`src/rtl/control_unit_if.sv`:
```
// rtl/control_unit_if.sv - memory and ALU bus between the control unit and its datapath
// The control unit is the master; memory and ALU sit on the slave side.
interface control_unit_if;
  logic [15:0] mem_addr;
  logic [15:0] mem_wdata;
  logic        mem_we;
  logic [15:0] mem_rdata;
  logic [3:0]  alu_op;
  logic [15:0] alu_a;
  logic [15:0] alu_b;
  logic [15:0] alu_result;

  modport master (
    output mem_addr,
    output mem_wdata,
    output mem_we,
    input  mem_rdata,
    output alu_op,
    output alu_a,
    output alu_b,
    input  alu_result
  );

  modport slave (
    input  mem_addr,
    input  mem_wdata,
    input  mem_we,
    output mem_rdata,
    input  alu_op,
    input  alu_a,
    input  alu_b,
    output alu_result
  );
endinterface

```
`src/rtl/control_unit.sv`:
```
// rtl/control_unit.sv - accumulator machine sequencer: fetch/decode/operand-read/execute FSM
// Memory reads are registered, so every operand costs one address cycle before its data is usable.
module control_unit #(
  parameter logic [15:0] RESET_PC = 16'h0000
) (
  input  logic               clk,
  input  logic               reset,
  control_unit_if.master     bus,
  output logic [15:0]        pc,
  output logic [15:0]        acc,
  output logic [15:0]        ir,
  output logic [2:0]         state,
  output logic               halted
);

  localparam logic [2:0] ST_FETCH   = 3'd0;
  localparam logic [2:0] ST_DECODE  = 3'd1;
  localparam logic [2:0] ST_OPREAD  = 3'd2;
  localparam logic [2:0] ST_EXECUTE = 3'd3;
  localparam logic [2:0] ST_HALT    = 3'd4;

  localparam logic [3:0] OP_HALT  = 4'h0;
  localparam logic [3:0] OP_LOAD  = 4'h1;
  localparam logic [3:0] OP_STORE = 4'h2;
  localparam logic [3:0] OP_ALU   = 4'h3;
  localparam logic [3:0] OP_JUMP  = 4'h4;
  localparam logic [3:0] OP_JZ    = 4'h5;

  logic [3:0]  op;
  logic [3:0]  fetched_op;
  logic [15:0] addr12_ext;
  logic [15:0] addr8_ext;
  logic        acc_zero;

  assign op         = ir[15:12];
  assign fetched_op = bus.mem_rdata[15:12];
  assign addr12_ext = {4'h0, ir[11:0]};
  assign addr8_ext  = {8'h00, ir[7:0]};
  assign acc_zero   = (acc == 16'h0000);
  assign halted     = (state == ST_HALT);

  always_comb begin
    bus.mem_addr  = pc;
    bus.mem_we    = 1'b0;
    bus.mem_wdata = acc;
    bus.alu_a     = acc;
    bus.alu_b     = bus.mem_rdata;
    bus.alu_op    = ir[11:8];
    case (state)
      ST_OPREAD: begin
        if (op == OP_LOAD) bus.mem_addr = addr12_ext;
        else               bus.mem_addr = addr8_ext;
      end
      ST_EXECUTE: begin
        if (op == OP_STORE) begin
          bus.mem_addr = addr12_ext;
          // Gate with reset so a write is dropped the instant reset rises, not one flop delay later.
          bus.mem_we   = ~reset;
        end
      end
      default: ;
    endcase
  end

  always_ff @(posedge clk or posedge reset) begin
    if (reset) begin
      pc    <= RESET_PC;
      acc   <= 16'h0000;
      ir    <= 16'h0000;
      state <= ST_FETCH;
    end else begin
      case (state)
        ST_FETCH: state <= ST_DECODE;
        ST_DECODE: begin
          ir <= bus.mem_rdata;
          pc <= pc + 16'd1;
          case (fetched_op)
            OP_HALT:                  state <= ST_HALT;
            OP_LOAD, OP_ALU:          state <= ST_OPREAD;
            OP_STORE, OP_JUMP, OP_JZ: state <= ST_EXECUTE;
            default:                  state <= ST_FETCH;
          endcase
        end
        ST_OPREAD: state <= ST_EXECUTE;
        ST_EXECUTE: begin
          case (op)
            OP_LOAD: acc <= bus.mem_rdata;
            OP_ALU:  acc <= bus.alu_result;
            OP_JUMP: pc  <= addr12_ext;
            OP_JZ:   if (acc_zero) pc <= addr12_ext;
            default: ;
          endcase
          state <= ST_FETCH;
        end
        ST_HALT: state <= ST_HALT;
        default: state <= ST_FETCH;
      endcase
    end
  end

endmodule

```
`src/flat_wrapper.sv`:
```
// flat-port wrapper written by rule: the top's interface ports become plain ports
module control_unit_flat 
#(
  parameter logic [15:0] RESET_PC = 16'h0000
)
  (clk, reset, pc, acc, ir, state, halted, bus_mem_addr, bus_mem_wdata, bus_mem_we, bus_mem_rdata, bus_alu_op, bus_alu_a, bus_alu_b, bus_alu_result);
  control_unit_if bus_i ();
  input  logic clk;
  input  logic reset;
  output logic [15:0] pc;
  output logic [15:0] acc;
  output logic [15:0] ir;
  output logic [2:0] state;
  output logic halted;
  output wire logic [$bits(bus_i.mem_addr)-1:0] bus_mem_addr;
  output wire logic [$bits(bus_i.mem_wdata)-1:0] bus_mem_wdata;
  output wire logic [$bits(bus_i.mem_we)-1:0] bus_mem_we;
  input wire logic [$bits(bus_i.mem_rdata)-1:0] bus_mem_rdata;
  output wire logic [$bits(bus_i.alu_op)-1:0] bus_alu_op;
  output wire logic [$bits(bus_i.alu_a)-1:0] bus_alu_a;
  output wire logic [$bits(bus_i.alu_b)-1:0] bus_alu_b;
  input wire logic [$bits(bus_i.alu_result)-1:0] bus_alu_result;
  assign bus_mem_addr = bus_i.mem_addr;
  assign bus_mem_wdata = bus_i.mem_wdata;
  assign bus_mem_we = bus_i.mem_we;
  assign bus_i.mem_rdata = bus_mem_rdata;
  assign bus_alu_op = bus_i.alu_op;
  assign bus_alu_a = bus_i.alu_a;
  assign bus_alu_b = bus_i.alu_b;
  assign bus_i.alu_result = bus_alu_result;
  control_unit #(.RESET_PC(RESET_PC)) u_core (.clk(clk), .reset(reset), .bus(bus_i), .pc(pc), .acc(acc), .ir(ir), .state(state), .halted(halted));
endmodule
```
`config.mk`:
```
export PLATFORM = sky130hd
export DESIGN_NAME = control_unit_flat
export DESIGN_NICKNAME = d
export VERILOG_FILES = /design/src/rtl/control_unit_if.sv /design/src/rtl/control_unit.sv /design/src/flat_wrapper.sv
export SDC_FILE = /design/constraint.sdc
export NUM_CORES = 1
export LEC_CHECK = 0
export CAP_MARGIN = 5
export CORE_MARGIN = 4
export CORE_UTILIZATION = 55
export DETAILED_ROUTE_END_ITERATION = 10
export DONT_BUFFER_PORTS = 1
export PLACE_DENSITY = 0.73
export SLEW_MARGIN = 20
export SYNTH_ARGS = -nofsm -noshare
export SYNTH_HDL_FRONTEND = slang
export SYNTH_SLANG_ARGS = --single-unit
```
`constraint.sdc`:
```
create_clock -name clk -period 1.9 [get_ports clk]
set_input_delay 0.38 -clock clk [delete_from_list [all_inputs] [get_ports clk]]
set_output_delay 0.38 -clock clk [all_outputs]
set_load 0.005 [all_outputs]
```
Word-level counts from Yosys, hierarchy flattened. Cells that the tools add are included. W data, S select, Z words.

Output and inout port bits: 121. Logic and storage cells: 42. Flip-flop bits (word level): 51. Bits of input ports: 34.

Reduce and logical (&&, ||, !) cells: 9. $add $sub $neg: 1. Eq/ne operators: 16. Multiplexer cells: 11. Bitwise gates (word level): 1.

Operators by type and width (number): $pmux W16 S2 (4); $mux W16 (2); $add A16 B1 Y16 const B (1); $eq A4 B2 Y1 const B (4); $eq A4 B3 Y1 const B (4); $logic_not A16 Y1 (1); $mux W12 (1); $pmux W3 S4 (1); $pmux W3 S3 (1); $eq A4 B1 Y1 const B (2); $eq A3 B2 Y1 const B (2); $ne A3 B2 Y1 const B (2); $logic_not A4 Y1 (1); $reduce_bool A2 Y1 (2); $eq A3 B1 Y1 const B (1); $eq A3 B3 Y1 const B (1); $logic_not A3 Y1 (1); $reduce_and A3 Y1 (1); $reduce_or A3 Y1 (1); $mux W1 (2); $reduce_and A2 Y1 (1); $reduce_or A2 Y1 (1); $not A1 Y1 (1).

Depth between registers and ports, before layout. Gate-level depths: netlist of the first run.

Depth after elaboration: 4. Depth in mapped cells: 7. Gate-level depth less buffers: 6.

Worst setup path before layout of the first run. No wires, ideal clock.

Kind: register to output. From: reg u_core.ir[12]. To: out bus_mem_addr[0]. Path buffers: 2. Data required time: 1.520 ns. Cell stages (with the launch flop): 6. Data arrival time: 1.588 ns. Setup slack: -0.068 ns. Cell sequence: dfrtp_1 > clkbuf_1 > nand3b_1 > a21oi_1 > buf_2 > mux2_2.

Cells in the longest elaborated chain, start to end: 3.

Ends and longest elaborated chain: start, declared (RTL line control_unit.sv:11) `output logic [15:0] ir,`; start signal, assigned (RTL line control_unit.sv:75) `ir <= bus.mem_rdata;`; $eq A4 B2 Y1 (RTL line control_unit.sv:55) `if (op == OP_STORE) begin`; $mux W16 (RTL line control_unit.sv:55); $pmux W16 S2 (RTL line control_unit.sv:49) `case (state)`; end, declared (RTL line flat_wrapper.sv:15) `output wire logic [$bits(bus_i.mem_addr)-1:0] bus_mem_addr;`.

No other way between the ends.

Final worst setup path of the first run.
From: reg u_core.ir[15]. To: out bus_mem_addr[3].

The elaborated chain is that of the path after synthesis.

==> flow_metrics.py, run 1 <==
metrics = {
    "run_status": {
        "outcome": "finished, violations left",
        "failed_checks": "negative hold slack, negative setup slack",
    },
    "final_layout": {
        "fin_nets": 364,
        "n_fill_cell": 472,
        "diodes": 0,
        "layout-drive-gt1-share_pct": 36.36,
        "area_delta_synth_final_pct": 10.87,
    },
    "clock_tree": {
        "htree_num_levels": 2,
        "clk_path_buf_depth": 2,
        "clock_insertion_delay_worst_skew_ns": 0.30,
        "path_clk_slew_ns": 0.10,
        "cts_root_buf": "sky130_fd_sc_hd__clkbuf_8",
        "cts_inserted_buffers": 5,
        "holdBufCountCts": 0,
        "clock_tree_from_tritoncts": "yes",
        "clock-sinks": 51,
    },
    "critical_path": {
        "crit_family": "flip-flops",
        "required_ns": 1.52,
        "slowest_stage": "sky130_fd_sc_hd__dfrtp_2",
        "cp_max_fo": 5,
        "worstPathBufferInverterCount": 1,
        "worstSetupStartpointType": "register",
        "worst_r2r_path_depth": 7,
        "setup.worst_path.end_class": "output pin",
        "arrival_time_of_data_at_the_critical_path_endpoint_ns": 1.78,
        "r2r_end": "u_core.pc[14]$_DFFE_PP0P_",
        "largest_stage_delay_on_the_critical_path_ns": 0.46,
        "timing_worst_setup_path_type": "reg2out",
        "reg2reg_from": "u_core.acc[6]$_DFFE_PP0P_",
        "cp_cell_sequence": "nor2_4, nand3b_1, a21oi_4, clkbuf_16, mux2_4",
        "worst-r2r-setup-slack_ns": 0.01,
    },
    "timing": {
        "min_period_ns": 2.163,
        "timing.final.crit_share_pct": 113.9,
        "smallest_setup_slack_after_layout_ns": -0.2633,
        "setup_repair_after_global_routing_missed_its_margin": "true",
        "worst_pin_slew_ns": 0.5537,
        "hold_ws_ns": -0.0009103,
        "worst_clock_skew_ns": 0.009578,
        "maxSlewViolCount": 0,
        "setup-violations-final": 16,
        "fin_tns_setup_ns": -2.653,
        "achievable-frequency_mhz": 462.3,
        "max-slew-margin-rel_pct": 63.03,
        "report.final.hold_viol_count": 2,
    },
    "pwr": {
        "power_leakage_nw": 1.574,
        "ir_drop_mv": 0.9209,
        "powerDensity_nw_per_um2": 1896,
        "p_total_mw": 6.631,
    },
    "yosys": {
        "yosys.cell_types.count": 37,
        "netlist_area_pre_place_um2": 3154,
        "yosys_warnings": 0,
        "synth-seq-area-share_pct": 40.46,
        "synthesis.nets": 373,
        "synth.top_cells.by_count": "sky130_fd_sc_hd__buf_4, sky130_fd_sc_hd__dfrtp_1, sky130_fd_sc_hd__nand2_1",
        "synth_edf_count": 0,
        "synth_area_leaders": "sky130_fd_sc_hd__dfrtp_1, sky130_fd_sc_hd__buf_4, sky130_fd_sc_hd__mux2_2",
        "synthMostInstantiatedCell": "sky130_fd_sc_hd__buf_4",
        "top_area_cell_type_share_of_the_netlist_area_pct": 40.46,
        "ys_async_sr_fraction_pct": 100.0,
        "syn_area_per_cell_um2": 9.332,
        "yosys.area.top_type": "sky130_fd_sc_hd__dfrtp_1",
        "postSynthRegisterBits": 51,
        "synthFlopType": "sky130_fd_sc_hd__dfrtp_1",
        "synth_cells": 338,
    },
    "place": {
        "dp_hpwl_um": 6138,
        "port_buffers": 0,
        "gpl.final_weighted_congestion": 0.8165,
    },
    "floorplan": {
        "start_util_pct": 56.93,
        "core_region_area_um2": 5540,
        "height_of_the_chip_um": 83.73,
        "die_footprint_um2": 7011,
        "die_width_um": 83.73,
        "core.rowCount": 27,
        "design.portCount": 155,
    },
    "route": {
        "via_density": 6.065,
        "route.antenna.remaining_nets": 0,
        "drt_iter0_markers": 164,
        "finalWirelength_um": 8340,
        "route.vias.total": 2438,
        "dr.pass1.iters": 5,
        "routedWlPerCell_um": 20.75,
        "drc": 0,
    },
    "grt": {
        "grt_max_degree": 33,
        "grt_pass1_vias": 2451,
        "global_route.usage.total_pct": 23.53,
        "global_route_wire_length_before_repair_um": 13190,
        "grt_antenna_before_repair": 0,
        "globalRouteOverflowTotal": 0,
    },
    "min_path": {
        "min_path_type": "in2async",
    },
    "run": {
        "max_cap_violations": 0,
    },
}
[per-stage QoR]
stage	setup slack, ns	std cells	hold slack, ns	cell area (µm²)	utilization, %
after floorplan	0.01896	338	0.4990	3161	-
after global placement	-0.04703	386	0.3373	3159	57.02
after detailed placement	-0.06236	386	0.3443	3159	57.02
after CTS	-0.2032	398	0.01047	3343	60.34
after global routing	-0.3269	402	0.02283	3497	63.12
final	-0.2633	402	-0.0009103	3497	63.12
[where the power goes]
part / switching, mW / internal [mW]
clock network: 0.364 / 0.392
registers: 0.694 / 1.60
logic: 1.77 / 1.81
[state kept, by name (all words and copies together) (netlist names)]
name,cells
u_core.state,3
u_core.acc,16
u_core.pc,16
u_core.ir,16
[worst register-to-register path, cell delays in order (launching register included)]
cell                       delay (ns)
sky130_fd_sc_hd__dfrtp_1         0.40
sky130_fd_sc_hd__nor4_2          0.26
sky130_fd_sc_hd__buf_4           0.14
sky130_fd_sc_hd__nand4_1         0.17
sky130_fd_sc_hd__a311oi_4        0.35
sky130_fd_sc_hd__buf_12          0.17
sky130_fd_sc_hd__o21ai_1         0.07
sky130_fd_sc_hd__a22o_1          0.24
[placed cells by master (no fill, tap or decap), types with 2 or more instances in the layout]
cell,n
sky130_fd_sc_hd__mux2_2,17
sky130_fd_sc_hd__o22ai_1,15
sky130_fd_sc_hd__nor2_1,11
sky130_fd_sc_hd__inv_1,4
sky130_fd_sc_hd__o21ai_0,26
sky130_fd_sc_hd__mux2_4,8
sky130_fd_sc_hd__dfrtp_1,49
sky130_fd_sc_hd__a21oi_2,9
sky130_fd_sc_hd__nand3_1,9
sky130_fd_sc_hd__nand4_1,7
sky130_fd_sc_hd__nor2b_1,5
sky130_fd_sc_hd__dfrtp_2,2
sky130_fd_sc_hd__and4_1,2
sky130_fd_sc_hd__nor2_2,4
sky130_fd_sc_hd__nor4_1,4
sky130_fd_sc_hd__buf_4,45
sky130_fd_sc_hd__a21oi_1,12
sky130_fd_sc_hd__nand2b_1,3
sky130_fd_sc_hd__nand2_1,37
sky130_fd_sc_hd__clkbuf_8,5
sky130_fd_sc_hd__buf_12,4
sky130_fd_sc_hd__buf_6,3
sky130_fd_sc_hd__mux2i_1,11
sky130_fd_sc_hd__a22o_1,6
[logic make-up after synthesis]
family | count (synthesis) | share of synthesized area [%]
AO/OA/AOI/OAI | 77 | 15.47
adder cells (fa/ha/maj) | 1 | 0.3966
buffers and inverters | 74 | 15.71
flip-flops | 51 | 40.46
multiplexers | 36 | 12.42
AND/OR/NAND/NOR | 99 | 15.55
[cell type report]
| cell class | instances | area (µm²) | area share [%] |
|---|---|---|---|
| inverters | 5 | 18.77 | 0.5367 |
| repair buffers | 53 | 476.7 | 13.63 |
| clock buffers | 5 | 68.82 | 1.968 |
| clock inverters | 3 | 43.79 | 1.252 |
| multi-input cells | 213 | 1520 | 43.47 |
| well taps | 72 | 90.09 | 2.576 |
| flip-flops and latches | 51 | 1279 | 36.57 |
[worst max path at each step]
stage,from,to,slack (ns),depth (start not counted)
2_1_floorplan,u_core.ir[12]$_DFFE_PP0P_,bus_mem_addr[0],0.02,5
3_3_place_gp,u_core.acc[14]$_DFFE_PP0P_,u_core.pc[14]$_DFFE_PP0P_,-0.05,6
3_5_place_dp,u_core.acc[14]$_DFFE_PP0P_,u_core.pc[10]$_DFFE_PP0P_,-0.06,6
4_1_cts,u_core.ir[15]$_DFFE_PP0P_,bus_mem_addr[2],-0.20,5
5_1_grt,u_core.ir[15]$_DFFE_PP0P_,bus_mem_addr[4],-0.33,5
6_report,u_core.ir[15]$_DFFE_PP0P_,bus_mem_addr[3],-0.26,5
[what timing repair did]
| item | in CTS | in global routing |
|---|---|---|
| setup endpoints to repair | 25 | 33 |
| pin swaps | 4 | 5 |
| buffers inserted | 4 | 6 |
| resized for setup | 12 | 27 |
| cloned | 0 | 1 |
[layer usage]
| layer | global-route usage, % | vias up | share of wire [%] |
|---|---|---|---|
| met2 | 39.26 | 142 | 49 |
| li1 | - | 1121 | - |
| met3 | 8.391 | 12 | 9.6 |
| met4 | 7.456 | 0 | 1.6 |
| met1 | 28.36 | 1163 | 40 |
| met5 | 0 | - | 0 |
(Power assumes the default switching activity.)
==> inputs of run 2 (changes only) <==
REMOVE_ABC_BUFFERS = 1   (was default)
==> run 2 against run 1 <==
Net effect:
- the flow finishes with violations (negative setup slack)
- routed wire length decreased by 6.0%
- global-route usage decreased by 0.67 points
- critical path depth unchanged
- sequential power decreased by 2%
- total power decreased by 1.7%
- combinational power decreased by 3%
- worst setup slack improved by 0.066 ns
- utilization decreased by 0.32 points
- count of clock-buffer cells in the layout increased by 1
- final cell count increased by 1.0%
- critical path type unchanged
- critical endpoint unchanged
- highest routed layer unchanged
==> flow_metrics.py, run 2 (same netlist as run 1, synthesis figures left out) <==
metrics = {
    "route": {
        "drt_iter0_markers": 133,
        "route.antenna.remaining_nets": 0,
        "dr.pass1.iters": 4,
        "finalWirelength_um": 7842,
        "routedWlPerCell_um": 19.32,
        "route.vias.total": 2458,
        "drc": 0,
        "via_density": 6.054,
    },
    "grt": {
        "grt_antenna_before_repair": 0,
        "grt_max_degree": 33,
        "global_route.usage.total_pct": 22.86,
        "globalRouteOverflowTotal": 0,
        "grt_pass1_vias": 2439,
        "global_route_wire_length_before_repair_um": 13060,
    },
    "critical_path": {
        "required_ns": 1.52,
        "cp_max_fo": 5,
        "timing_worst_setup_path_type": "reg2out",
        "worst_r2r_path_depth": 8,
        "r2r_end": "u_core.pc[7]$_DFFE_PP0P_",
        "arrival_time_of_data_at_the_critical_path_endpoint_ns": 1.72,
        "reg2reg_from": "u_core.ir[15]$_DFFE_PP0P_",
        "worst-r2r-setup-slack_ns": -0.02,
        "worstSetupStartpointType": "register",
        "setup.worst_path.end_class": "output pin",
    },
    "floorplan": {
        "core_region_area_um2": 5540,
        "start_util_pct": 56.93,
        "die_width_um": 83.73,
        "die_footprint_um2": 7011,
        "core.rowCount": 27,
        "design.portCount": 155,
        "height_of_the_chip_um": 83.73,
    },
    "timing": {
        "smallest_setup_slack_after_layout_ns": -0.1972,
        "maxSlewViolCount": 0,
        "hold_ws_ns": 0.2191,
        "worst_clock_skew_ns": 0.008511,
        "achievable-frequency_mhz": 476.8,
        "setup_repair_after_global_routing_missed_its_margin": "true",
        "setup-violations-final": 19,
        "report.final.hold_viol_count": 0,
        "timing.final.crit_share_pct": 110.4,
        "worst_pin_slew_ns": 0.4472,
        "min_period_ns": 2.097,
        "max-slew-margin-rel_pct": 70.15,
    },
    "clock_tree": {
        "clock-sinks": 51,
        "clock_tree_from_tritoncts": "yes",
        "path_clk_slew_ns": 0.09,
        "clock_insertion_delay_worst_skew_ns": 0.30,
        "htree_num_levels": 2,
        "cts_inserted_buffers": 5,
        "cts_root_buf": "sky130_fd_sc_hd__clkbuf_8",
        "clk_path_buf_depth": 2,
    },
    "place": {
        "port_buffers": 0,
        "post_place_setup_slack_ns": -0.09595,
        "gpl.final_weighted_congestion": 0.8068,
        "dp_cells": 390,
        "dpl-instance-area_um2": 3161,
        "dp_hpwl_um": 5759,
    },
    "min_path": {
        "min_to": "u_core.ir[8]$_DFFE_PP0P_",
        "worstHoldPathCells": 1,
        "timing.hold.worst.start": "bus_mem_rdata[8]",
        "min_path_type": "in2reg",
    },
    "final_layout": {
        "diodes": 0,
        "top_regs": "u_core.acc (16), u_core.ir (16), u_core.pc (16)",
        "stdcell_area_um2": 3480,
        "n_fill_cell": 470,
        "area_delta_synth_final_pct": 10.31,
        "mostFrequentLayoutCells": "sky130_fd_sc_hd__dfrtp_1, sky130_fd_sc_hd__buf_4, sky130_fd_sc_hd__nand2_1",
        "share_of_the_core_filled_with_cells_pct": 62.80,
        "fin_nets": 368,
        "layout-drive-gt1-share_pct": 36.53,
        "final_common_cell": "sky130_fd_sc_hd__dfrtp_1",
        "layoutNonFillerInstCount": 406,
    },
    "pwr": {
        "power_leakage_nw": 1.568,
        "powerDensity_nw_per_um2": 1874,
        "ir_drop_mv": 0.9382,
    },
    "run_status": {
        "failed_checks": "negative setup slack",
        "outcome": "finished, violations left",
    },
    "run": {
        "max_cap_violations": 0,
    },
}
-- run 2: changes by cell type in the layout (fill, tap and decap cells not counted), moves of 2 or more --
cell	before	now
sky130_fd_sc_hd__buf_6	3	6
sky130_fd_sc_hd__a21oi_2	9	6
sky130_fd_sc_hd__nor4_2	1	3
sky130_fd_sc_hd__buf_4	45	48
sky130_fd_sc_hd__nor4_1	4	2
sky130_fd_sc_hd__nor2b_1	5	3
sky130_fd_sc_hd__nor2b_2	1	3
sky130_fd_sc_hd__buf_12	4	2
sky130_fd_sc_hd__nor2_2	4	6
sky130_fd_sc_hd__a21oi_1	12	16
-- run 2: metrics by stage --
step / TNS, ns / power (mW)
6_report: -2.003 / 6.519
5_1_grt: -5.218 / 7.013
4_1_cts: -1.966 / 6.482
3_5_place_dp: -0.8666 / 5.386
3_3_place_gp: -0.2205 / 5.280
2_1_floorplan: -5.562 / 3.991
-- run 2: critical path: stages (launching register included) --
cell and delay, ns:
sky130_fd_sc_hd__dfrtp_1 0.40, sky130_fd_sc_hd__nor2_2 0.13, sky130_fd_sc_hd__nand3b_1 0.14, sky130_fd_sc_hd__a21oi_2 0.26, sky130_fd_sc_hd__buf_6 0.18, sky130_fd_sc_hd__mux2_4 0.31
-- run 2: repair_timing --
| action | CTS | global route |
|---|---|---|
| cloned | 1 | 0 |
| gates resized for setup | 29 | 10 |
| hold buffers | 1 | 0 |
| hold endpoints to repair | 19 | 0 |
| pin swaps | 11 | 4 |
| setup buffers | 7 | 1 |
| setup endpoints to repair | 28 | 34 |
-- run 2: worst max-delay path by stage --
| stage | start | endpoint | depth (start not counted) |
|---|---|---|---|
| 2_1_floorplan | u_core.acc[0]$_DFFE_PP0P_ | u_core.pc[14]$_DFFE_PP0P_ | 5 |
| 3_3_place_gp | u_core.acc[14]$_DFFE_PP0P_ | u_core.pc[15]$_DFFE_PP0P_ | 6 |
| 3_5_place_dp | u_core.acc[14]$_DFFE_PP0P_ | u_core.pc[1]$_DFFE_PP0P_ | 7 |
| 4_1_cts | u_core.ir[14]$_DFFE_PP0P_ | bus_mem_addr[0] | 5 |
| 5_1_grt | u_core.ir[15]$_DFFE_PP0P_ | bus_mem_addr[3] | 5 |
| 6_report | u_core.ir[15]$_DFFE_PP0P_ | bus_mem_addr[3] | 5 |
-- run 2: metal layers --
| metal | share of wire (%) | GRT usage [%] | vias up |
|---|---|---|---|
| met4 | 0.65 | 6.871 | 0 |
| met2 | 52 | 39.41 | 94 |
| met1 | 39 | 27.40 | 1222 |
| met3 | 7.4 | 6.910 | 5 |
| met5 | 0 | 0 | - |
| li1 | - | - | 1137 |
-- run 2: final cells by class --
cell class / instances / area [µm²] / share of cell area (%)
clock buffers: 6 / 82.58 / 2.373
well taps: 72 / 90.09 / 2.589
clock inverters: 2 / 35.03 / 1.007
repair buffers: 57 / 478.0 / 13.74
flip-flops and latches: 51 / 1279 / 36.75
multi-input cells: 213 / 1496 / 43.01
inverters: 5 / 18.77 / 0.5394
-- run 2: where the power goes --
group	switching [mW]	internal, mW
Sequential	0.652	1.60
Clock	0.361	0.427
Combinational	1.73	1.75
Total	2.75	3.77
